### config.mk
export PLATFORM = sky130hd
export DESIGN_NAME = dff_pipe
export DESIGN_NICKNAME = d
export VERILOG_FILES = /design/src/rtl/dff_pkg.sv /design/src/rtl/dff_stage.sv /design/src/rtl/dff_pipe.sv
export SDC_FILE = /design/constraint.sdc
export NUM_CORES = 1
export LEC_CHECK = 0
export CAP_MARGIN = 20
export CORE_UTILIZATION = 48
export CTS_CLUSTER_DIAMETER = 200
export DETAILED_ROUTE_END_ITERATION = 16
export GPL_ROUTABILITY_DRIVEN = 0
export PLACE_DENSITY = 0.81
export SYNTH_ARGS = -nofsm -noshare
export SYNTH_HDL_FRONTEND = slang
export SYNTH_SLANG_ARGS = --single-unit
### constraint.sdc
create_clock -name clk -period 1.4 [get_ports clk]
set_input_delay 0.21 -clock clk [delete_from_list [all_inputs] [get_ports clk]]
set_output_delay 0.21 -clock clk [all_outputs]
set_load 0.02 [all_outputs]
### src/rtl/dff_pkg.sv
// Shared defaults, occupancy width helper and pipeline operation decode for dff_pipe.
package dff_pkg;

    localparam int unsigned DFF_DEFAULT_WIDTH = 8;
    localparam int unsigned DFF_DEFAULT_DEPTH = 2;

    typedef enum logic [1:0] {
        OP_HOLD    = 2'd0,
        OP_ADVANCE = 2'd1,
        OP_FLUSH   = 2'd2
    } pipe_op_e;

    function automatic int unsigned occ_width(input int unsigned depth);
        return $clog2(depth + 1);
    endfunction

    // Flush outranks advance; reset is handled directly in each register process.
    function automatic pipe_op_e pipe_op(input logic clr, input logic en);
        if (clr) begin
            return OP_FLUSH;
        end
        if (en) begin
            return OP_ADVANCE;
        end
        return OP_HOLD;
    endfunction

endpackage

### src/rtl/dff_stage.sv
// One pipeline stage: WIDTH data bits plus a valid bit, with enable, clear and
// synchronous reset to RESET_VALUE. Clear drops the valid bit but keeps the data.
module dff_stage
    import dff_pkg::*;
#(
    parameter int unsigned       WIDTH       = DFF_DEFAULT_WIDTH,
    parameter logic [WIDTH-1:0]  RESET_VALUE = '0
) (
    input  logic             clk,
    input  logic             rst,
    input  logic             en,
    input  logic             clr,
    input  logic [WIDTH-1:0] in,
    input  logic             in_valid,
    output logic [WIDTH-1:0] out,
    output logic             out_valid
);

    logic [WIDTH-1:0] data_q, data_d;
    logic             valid_q, valid_d;

    always_comb begin
        data_d  = data_q;
        valid_d = valid_q;
        unique case (pipe_op(clr, en))
            OP_FLUSH: begin
                valid_d = 1'b0;
            end
            OP_ADVANCE: begin
                data_d  = in;
                valid_d = in_valid;
            end
            default: begin
            end
        endcase
    end

    always_ff @(posedge clk) begin
        if (rst) begin
            data_q  <= RESET_VALUE;
            valid_q <= 1'b0;
        end else begin
            data_q  <= data_d;
            valid_q <= valid_d;
        end
    end

    assign out       = data_q;
    assign out_valid = valid_q;

endmodule

### src/rtl/dff_pipe.sv
// Stallable, flushable fixed-latency register pipeline of DEPTH dff_stage instances.
// Define DFF_PIPE_OCCUPANCY_EN to add the occupancy port and its counter.
module dff_pipe
    import dff_pkg::*;
#(
    parameter int unsigned       WIDTH       = DFF_DEFAULT_WIDTH,
    parameter int unsigned       DEPTH       = DFF_DEFAULT_DEPTH,
    parameter logic [WIDTH-1:0]  RESET_VALUE = '0
) (
    input  logic                         clk,
    input  logic                         rst,
    input  logic                         en,
    input  logic                         flush,
    input  logic [WIDTH-1:0]             in,
    input  logic                         in_valid,
    output logic [WIDTH-1:0]             out,
    output logic                         out_valid
`ifdef DFF_PIPE_OCCUPANCY_EN
    ,
    output logic [occ_width(DEPTH)-1:0]  occupancy
`endif
);

    logic [WIDTH-1:0] feed_data  [DEPTH];
    logic             feed_valid [DEPTH];
    logic [WIDTH-1:0] stage_data [DEPTH];
    logic             stage_valid[DEPTH];

    for (genvar g = 0; g < DEPTH; g++) begin : g_stage
        if (g == 0) begin : g_head
            assign feed_data[g]  = in;
            assign feed_valid[g] = in_valid;
        end else begin : g_tail
            assign feed_data[g]  = stage_data[g-1];
            assign feed_valid[g] = stage_valid[g-1];
        end

        dff_stage #(
            .WIDTH       (WIDTH),
            .RESET_VALUE (RESET_VALUE)
        ) u_stage (
            .clk       (clk),
            .rst       (rst),
            .en        (en),
            .clr       (flush),
            .in        (feed_data[g]),
            .in_valid  (feed_valid[g]),
            .out       (stage_data[g]),
            .out_valid (stage_valid[g])
        );
    end

    assign out       = stage_data[DEPTH-1];
    assign out_valid = stage_valid[DEPTH-1];

`ifdef DFF_PIPE_OCCUPANCY_EN
    localparam int unsigned OCC_W = occ_width(DEPTH);

    logic [OCC_W-1:0] occ_q, occ_d;

    // Tracks enter minus retire on each advance; out_valid is the retiring stage's valid bit.
    always_comb begin
        occ_d = occ_q;
        unique case (pipe_op(flush, en))
            OP_FLUSH: begin
                occ_d = '0;
            end
            OP_ADVANCE: begin
                if (in_valid && !out_valid) begin
                    occ_d = occ_q + OCC_W'(1);
                end else if (!in_valid && out_valid) begin
                    occ_d = occ_q - OCC_W'(1);
                end
            end
            default: begin
            end
        endcase
    end

    always_ff @(posedge clk) begin
        if (rst) begin
            occ_q <= '0;
        end else begin
            occ_q <= occ_d;
        end
    end

    assign occupancy = occ_q;

    a_occ_bound: assert property (@(posedge clk) disable iff (rst) occ_q <= OCC_W'(DEPTH));
`endif

endmodule

==> flow_summary_export.csv, run 1 <==
group,metric,value,unit
status,run_status,"finished clean",
worst_setup_path,critPathRequiredTime,1.19,ns
place,place_inst,104,
cells_and_area,drive_gt1_share,9.783,%
power,ir_drop,0.0006250,V
power,internal_power,703.8,uW
cts,cts.sinks,18,
cells_and_area,syn_to_final_growth,33.39,%
cells_and_area,num-fill-cells,112,
global_routing,antenna_found_initial,0,
timing,tns,0,ns
cts,clockRootBuffer,"clkbuf_4",
place,place_hpwl,972.2,um
floorplanning,dieArea,1732,sq um
power,p_switching,196.5,uW
global_routing,grt_pass1_vias,558,
worst_setup_path,reg2reg_to,"g_stage[0].u_stage.out_valid$_SDFFE_PP0P_",
floorplanning,start_util,54.48,%
route,drt-pass1-iter-count,4,
floorplanning,num_io_pins,22,
cts,clk_latency,0.28,ns
global_routing,grt_usage,16.56,%
power,swShare,21.82,%
synthesis,yosys_warnings,0,
cts,numCtsBuffers,3,
worst_hold_path,hold_path.class,"reg -> reg",
timing,hold_viol_final,0,
worst_hold_path,worstHoldStart,"g_stage[1].u_stage.out[1]$_SDFFE_PP0N_",
cts,cts_setup_buffers,0,
worst_hold_path,min_to,"g_stage[1].u_stage.out[1]$_SDFFE_PP0N_",
timing,hold_ws,0.4761,ns
worst_setup_path,crit_buf_inv,1,
timing,finalCritPeriodShare,84.45,%
floorplanning,rows,13,
power,power_frac_comb,13.8,%
timing,rsz0062_at_grt,"false",
timing,final.setup_skew,0.007623,ns
cells_and_area,multi_input_area,354.1,sq um
synthesis,ys_seq_area_share,47.84,%
route,vias_per_cell,5.252,
worst_setup_path,r2r_start,"g_stage[0].u_stage.out_valid$_SDFFE_PP0P_",
timing,max_slew_margin,85.95,%
worst_setup_path,worstSetupPathType,"reg -> out",
synthesis,netlist_area,753.2,sq um
cts,cts_max_level,1,
cts,hold_buffers,0,
floorplanning,die-height,41.62,um
cts,path_clk_slew,0.10,ns
worst_setup_path,path_cells,"dlygate4sd2_1",
route,drt_wl_total,1.336,mm
worst_setup_path,cp_slowest_cell,"dfxtp_1",
power,power_density,896.0,nW/um^2
worst_setup_path,worst_path_largest_cell_delay,0.35,ns
synthesis,avgSynthCellArea,10.92,sq um
synthesis,ys_seq_elements,18,
floorplanning,die-width,41.62,um
power,power_leakage,0.0004107,uW
timing,finalCriticalPeriod,1.182,ns
power,power_frac_seq,59.2,%
worst_setup_path,rr_worst_depth,2,
cts,clockBufferDepth,2,
flow_run,max_cap_viol_count,0,
synthesis,synth.lib_cells_used.distinct,10,
worst_setup_path,path_max_fanout,2,
timing,setup_viol,0,
worst_setup_path,rrSetupSlack,0.79,ns
global_routing,grt_start_max_net_pins,27,
route,drtAntennaViolNets,0,
place,port_buffers,21,
timing,final_max_slew_viol_count,0,
cells_and_area,antenna_cells,0,
route,vias,562,
route,initialDrtViolationCount,4,
worst_setup_path,worstSetupStartpointType,"flip-flop",
timing,worst_pin_slew,0.2116,ns
cts,cts_tree,"built",
power,power_frac_clock,27.0,%
worst_hold_path,hold_depth,2,
worst_setup_path,end_kind,"output pin",
cells_and_area,seqCellArea,360.3,sq um
cells_and_area,nNetsFinal,107,
cells_and_area,instances_no_fill,107,
synthesis,syn-instance-count,69,
global_routing,overflow,0,
global_routing,grt_pass1_wl,2.228,mm
worst_setup_path,critPathArrivalTime,0.97,ns
route,wl_per_cell,12.49,um
route,drc_errors,0,
synthesis,syn_nets,82,
floorplanning,core_area,1383,sq um
worst_setup_path,critPathTopFamily,"flip-flops",
timing,max_freq,845.8,MHz
-- Yosys cell counts (all sizes together) --
cell	number	area, sq um
clkbuf	3	11.26
buf	3	27.52
o21ai	8	40.04
mux2i	10	100.1
nand2b	16	100.1
nand4bb	8	90.09
dfxtp	18	360.4
nor2b	1	13.76
nor3	2	10.01
-- per-stage QoR --
stage | util, % | total power (uW) | area (sq um) | setup slack (ns)
global route | 72.67 | 942.5 | 1005 | 0.1816
finish | 72.67 | 900.3 | 1005 | 0.2177
floorplan | - | 612.0 | 753.2 | 0.5903
detailed placement | 71.86 | 672.8 | 993.5 | 0.08363
global placement | 71.86 | 670.3 | 993.5 | 0.1393
CTS | 72.67 | 910.4 | 1005 | 0.2107
-- sequential cells by signal, summed over array words and instances (netlist names) --
| signal | count |
|---|---|
| g_stage.u_stage.out | 16 |
| g_stage.u_stage.out_valid | 2 |
-- worst register-to-register path: stages, from the launching register on --
cell     delay [ns]
dfxtp_1        0.32
mux2i_1        0.13
nor3_1         0.06
-- worst max path at each step --
stage	start	to	slack [ns]	cells after the start
5_1_grt	g_stage[1].u_stage.out[3]$_SDFFE_PP0N_	out[3]	0.18	1
6_report	g_stage[1].u_stage.out_valid$_SDFFE_PP0P_	out_valid	0.22	1
3_3_place_gp	flush	g_stage[1].u_stage.out[6]$_SDFFE_PP0N_	0.14	4
4_1_cts	g_stage[1].u_stage.out_valid$_SDFFE_PP0P_	out_valid	0.21	1
3_5_place_dp	en	g_stage[1].u_stage.out[6]$_SDFFE_PP0N_	0.08	4
2_1_floorplan	en	g_stage[1].u_stage.out[5]$_SDFFE_PP0N_	0.59	4
-- final cells by class --
cell class | count | area share [%]
repair buffers | 26 | 24.78
flip-flops and latches | 18 | 35.87
well taps | 15 | 1.868
multi-input cells | 45 | 35.24
clock buffers | 3 | 2.242
-- metal layers --
metal  up-vias  global-route usage (%)  wire (um)
li1        286                       -          -
met1       259                   19.23        592
met2        15                   29.38        677
met3         2                   2.609         51
met4         0                   7.742         14
met5         -                       0          0
-- timing repair --
item	CTS	global route
endpoints found under the setup margin	9	0
resized for setup	9	0
hold endpoints to repair	0	0
-- power groups by stage --
stage	Combinational (uW)	Sequential, uW	Clock (uW)
after floorplan	62.4	550	0
after global placement	126	545	0
after detailed placement	128	545	0
after CTS	125	533	252
after global routing	133	535	274
final	124	533	243
-- logic make-up after synthesis --
logic type	share of synthesized area (%)
compound gates	5.316
buf+inv	5.149
flops	47.84
mux	13.29
simple gates	28.41
-- layout by cell type, fill, tap and decap left out, drive strengths merged --
master	count
dfxtp	18
buf	5
nor3	2
dlygate4sd2	9
clkdlybuf4s50	12
nand2b	16
mux2i	10
o21ai	8
clkbuf	3
nor2b	1
nand4bb	8
Note: power is estimated with default switching activity, not from simulation.
==> inputs of run 2 (changes only) <==
CORE_UTILIZATION = 44   (was 48)
PLACE_DENSITY = 0.75   (was 0.81)
clock period = 1.2 ns   (was 1.4 ns; I/O delays follow)
==> flow_summary_export.csv, run 2 (same netlist as run 1, synthesis figures left out) <==
group,metric,value,unit
cells_and_area,largest_register_ffs,16,
global_routing,grt_pass1_vias,544,
route,drt-pass1-iter-count,9,
cts,hold_buffers,0,
worst_hold_path,hold_depth,3,
timing,final_max_slew_viol_count,0,
timing,max_slew_margin,85.78,%
worst_setup_path,critPathArrivalTime,0.95,ns
cells_and_area,final_core_util,65.89,%
cts,cts_tree,"built",
route,initialDrtViolationCount,6,
floorplanning,start_util,48.31,%
worst_setup_path,critPathTopFamily,"flip-flops",
floorplanning,dieArea,1881,sq um
floorplanning,rows,14,
worst_setup_path,path_max_fanout,2,
worst_setup_path,rrSetupSlack,0.60,ns
worst_setup_path,critPathRequiredTime,1.02,ns
route,vias_per_cell,5.093,
cts,cts_max_level,1,
cells_and_area,antenna_cells,0,
status,violations,"DRC",
status,run_status,"finished, violations left",
cts,numCtsBuffers,3,
global_routing,overflow,0,
worst_hold_path,min_to,"g_stage[0].u_stage.out[5]$_SDFFE_PP0N_",
flow_run,max_cap_viol_count,0,
timing,rsz0062_at_grt,"false",
power,power_density,1103,nW/um^2
worst_setup_path,worstSetupStartpointType,"flip-flop",
worst_setup_path,end_kind,"output pin",
place,place_hpwl,850.4,um
worst_setup_path,cp_slowest_cell,"dfxtp_1",
cts,cts.sinks,18,
floorplanning,die-width,43.38,um
cells_and_area,mostFrequentLayoutCell,"dfxtp_1",
global_routing,grt_pass1_wl,2.214,mm
worst_hold_path,worstHoldStart,"in[5]",
route,drt_wl_total,1.218,mm
timing,max_freq,881.9,MHz
cts,clockRootBuffer,"clkbuf_4",
cells_and_area,syn_to_final_growth,36.38,%
floorplanning,num_io_pins,22,
place,port_buffers,21,
global_routing,antenna_found_initial,0,
floorplanning,core_area,1559,sq um
power,power_leakage,0.0004106,uW
power,ir_drop,0.0009566,V
route,vias,550,
worst_hold_path,hold_path.class,"in -> reg",
timing,setup_viol,0,
global_routing,grt_usage,15.88,%
worst_setup_path,rr_worst_depth,2,
worst_setup_path,path_cells,"dlygate4sd2_1",
worst_setup_path,crit_buf_inv,1,
route,wl_per_cell,11.28,um
floorplanning,die-height,43.38,um
worst_setup_path,reg2reg_to,"g_stage[1].u_stage.out_valid$_SDFFE_PP0P_",
timing,hold_ws,0.4679,ns
timing,hold_viol_final,0,
timing,finalCriticalPeriod,1.134,ns
route,drc_errors,2,
cts,clockBufferDepth,2,
worst_setup_path,worstSetupPathType,"reg -> out",
route,drtAntennaViolNets,0,
cts,path_clk_slew,0.10,ns
cts,clk_latency,0.28,ns
cells_and_area,nNetsFinal,106,
timing,worst_pin_slew,0.2142,ns
timing,final.setup_skew,0.0003168,ns
cells_and_area,drive_gt1_share,9.783,%
cells_and_area,mostFrequentLayoutCells,"dfxtp_1, nand2b_1, clkdlybuf4s50_1",
timing,finalCritPeriodShare,94.49,%
worst_setup_path,worst_path_largest_cell_delay,0.34,ns
worst_setup_path,r2r_start,"g_stage[0].u_stage.out_valid$_SDFFE_PP0P_",
global_routing,grt_start_max_net_pins,27,
-- run 2: cell count changes in the layout (fill, tap and decap cells not counted) --
cell,change
clkbuf_8,+1
buf_4,-2
clkdlybuf4s15_1,+2
buf_12,+1
dlygate4sd2_1,-2
-- run 2: worst max path at each step --
stage,slack (ns),cells past startpoint,end,start
floorplan,0.42,4,g_stage[1].u_stage.out[5]$_SDFFE_PP0N_,en
global placement,-0.03,4,g_stage[1].u_stage.out[5]$_SDFFE_PP0N_,en
detailed placement,-0.04,4,g_stage[1].u_stage.out[1]$_SDFFE_PP0N_,en
CTS,0.02,1,out[5],g_stage[1].u_stage.out[5]$_SDFFE_PP0N_
global route,0.005,1,out[5],g_stage[1].u_stage.out[5]$_SDFFE_PP0N_
finish,0.07,1,out[1],g_stage[1].u_stage.out[1]$_SDFFE_PP0N_
-- run 2: layout make-up --
class | instances | area (sq um)
Fill cell | 141 | 531.8
Sequential cell | 18 | 360.3
Multi-Input combinational cell | 45 | 354.1
Timing Repair Buffer | 25 | 256.5
Clock buffer | 4 | 36.28
Tap cell | 16 | 20.02
-- run 2: report_power, final --
group / internal, uW / total (uW) / leakage [uW] / switching [uW]
combinational: 91.5 / 147 / 0.000243 / 55.4
clock: 185 / 365 / 0.0000210 / 180
sequential: 616 / 622 / 0.000146 / 5.88
-- run 2: repair_timing --
action	CTS	global route
endpoints found under the setup margin	9	2
endpoints found under the hold margin	0	0
resized for setup	9	2
setup buffers	0	0
-- run 2: routing by layer --
layer,track usage (%),vias up,wire [um]
met4,7.500,0,12
met3,5.000,2,53
li1,-,288,-
met2,26.97,14,611
met1,18.11,246,540
met5,0,-,0
-- run 2: metrics by stage --
| step | instance area (sq um) | power (uW) | worst slack [ns] | TNS (ns) | instances |
|---|---|---|---|---|---|
| after global routing | 1027 | 1188 | 0.005071 | 0 | 108 |
| after floorplan | 753.2 | 714.0 | 0.4203 | 0 | 69 |
| after CTS | 1025 | 1146 | 0.01656 | 0 | 108 |
| after global placement | 999.7 | 785.6 | -0.03325 | -0.1371 | 104 |
| final | 1027 | 1133 | 0.06607 | 0 | 108 |
| after detailed placement | 999.7 | 787.7 | -0.04202 | -0.2331 | 104 |
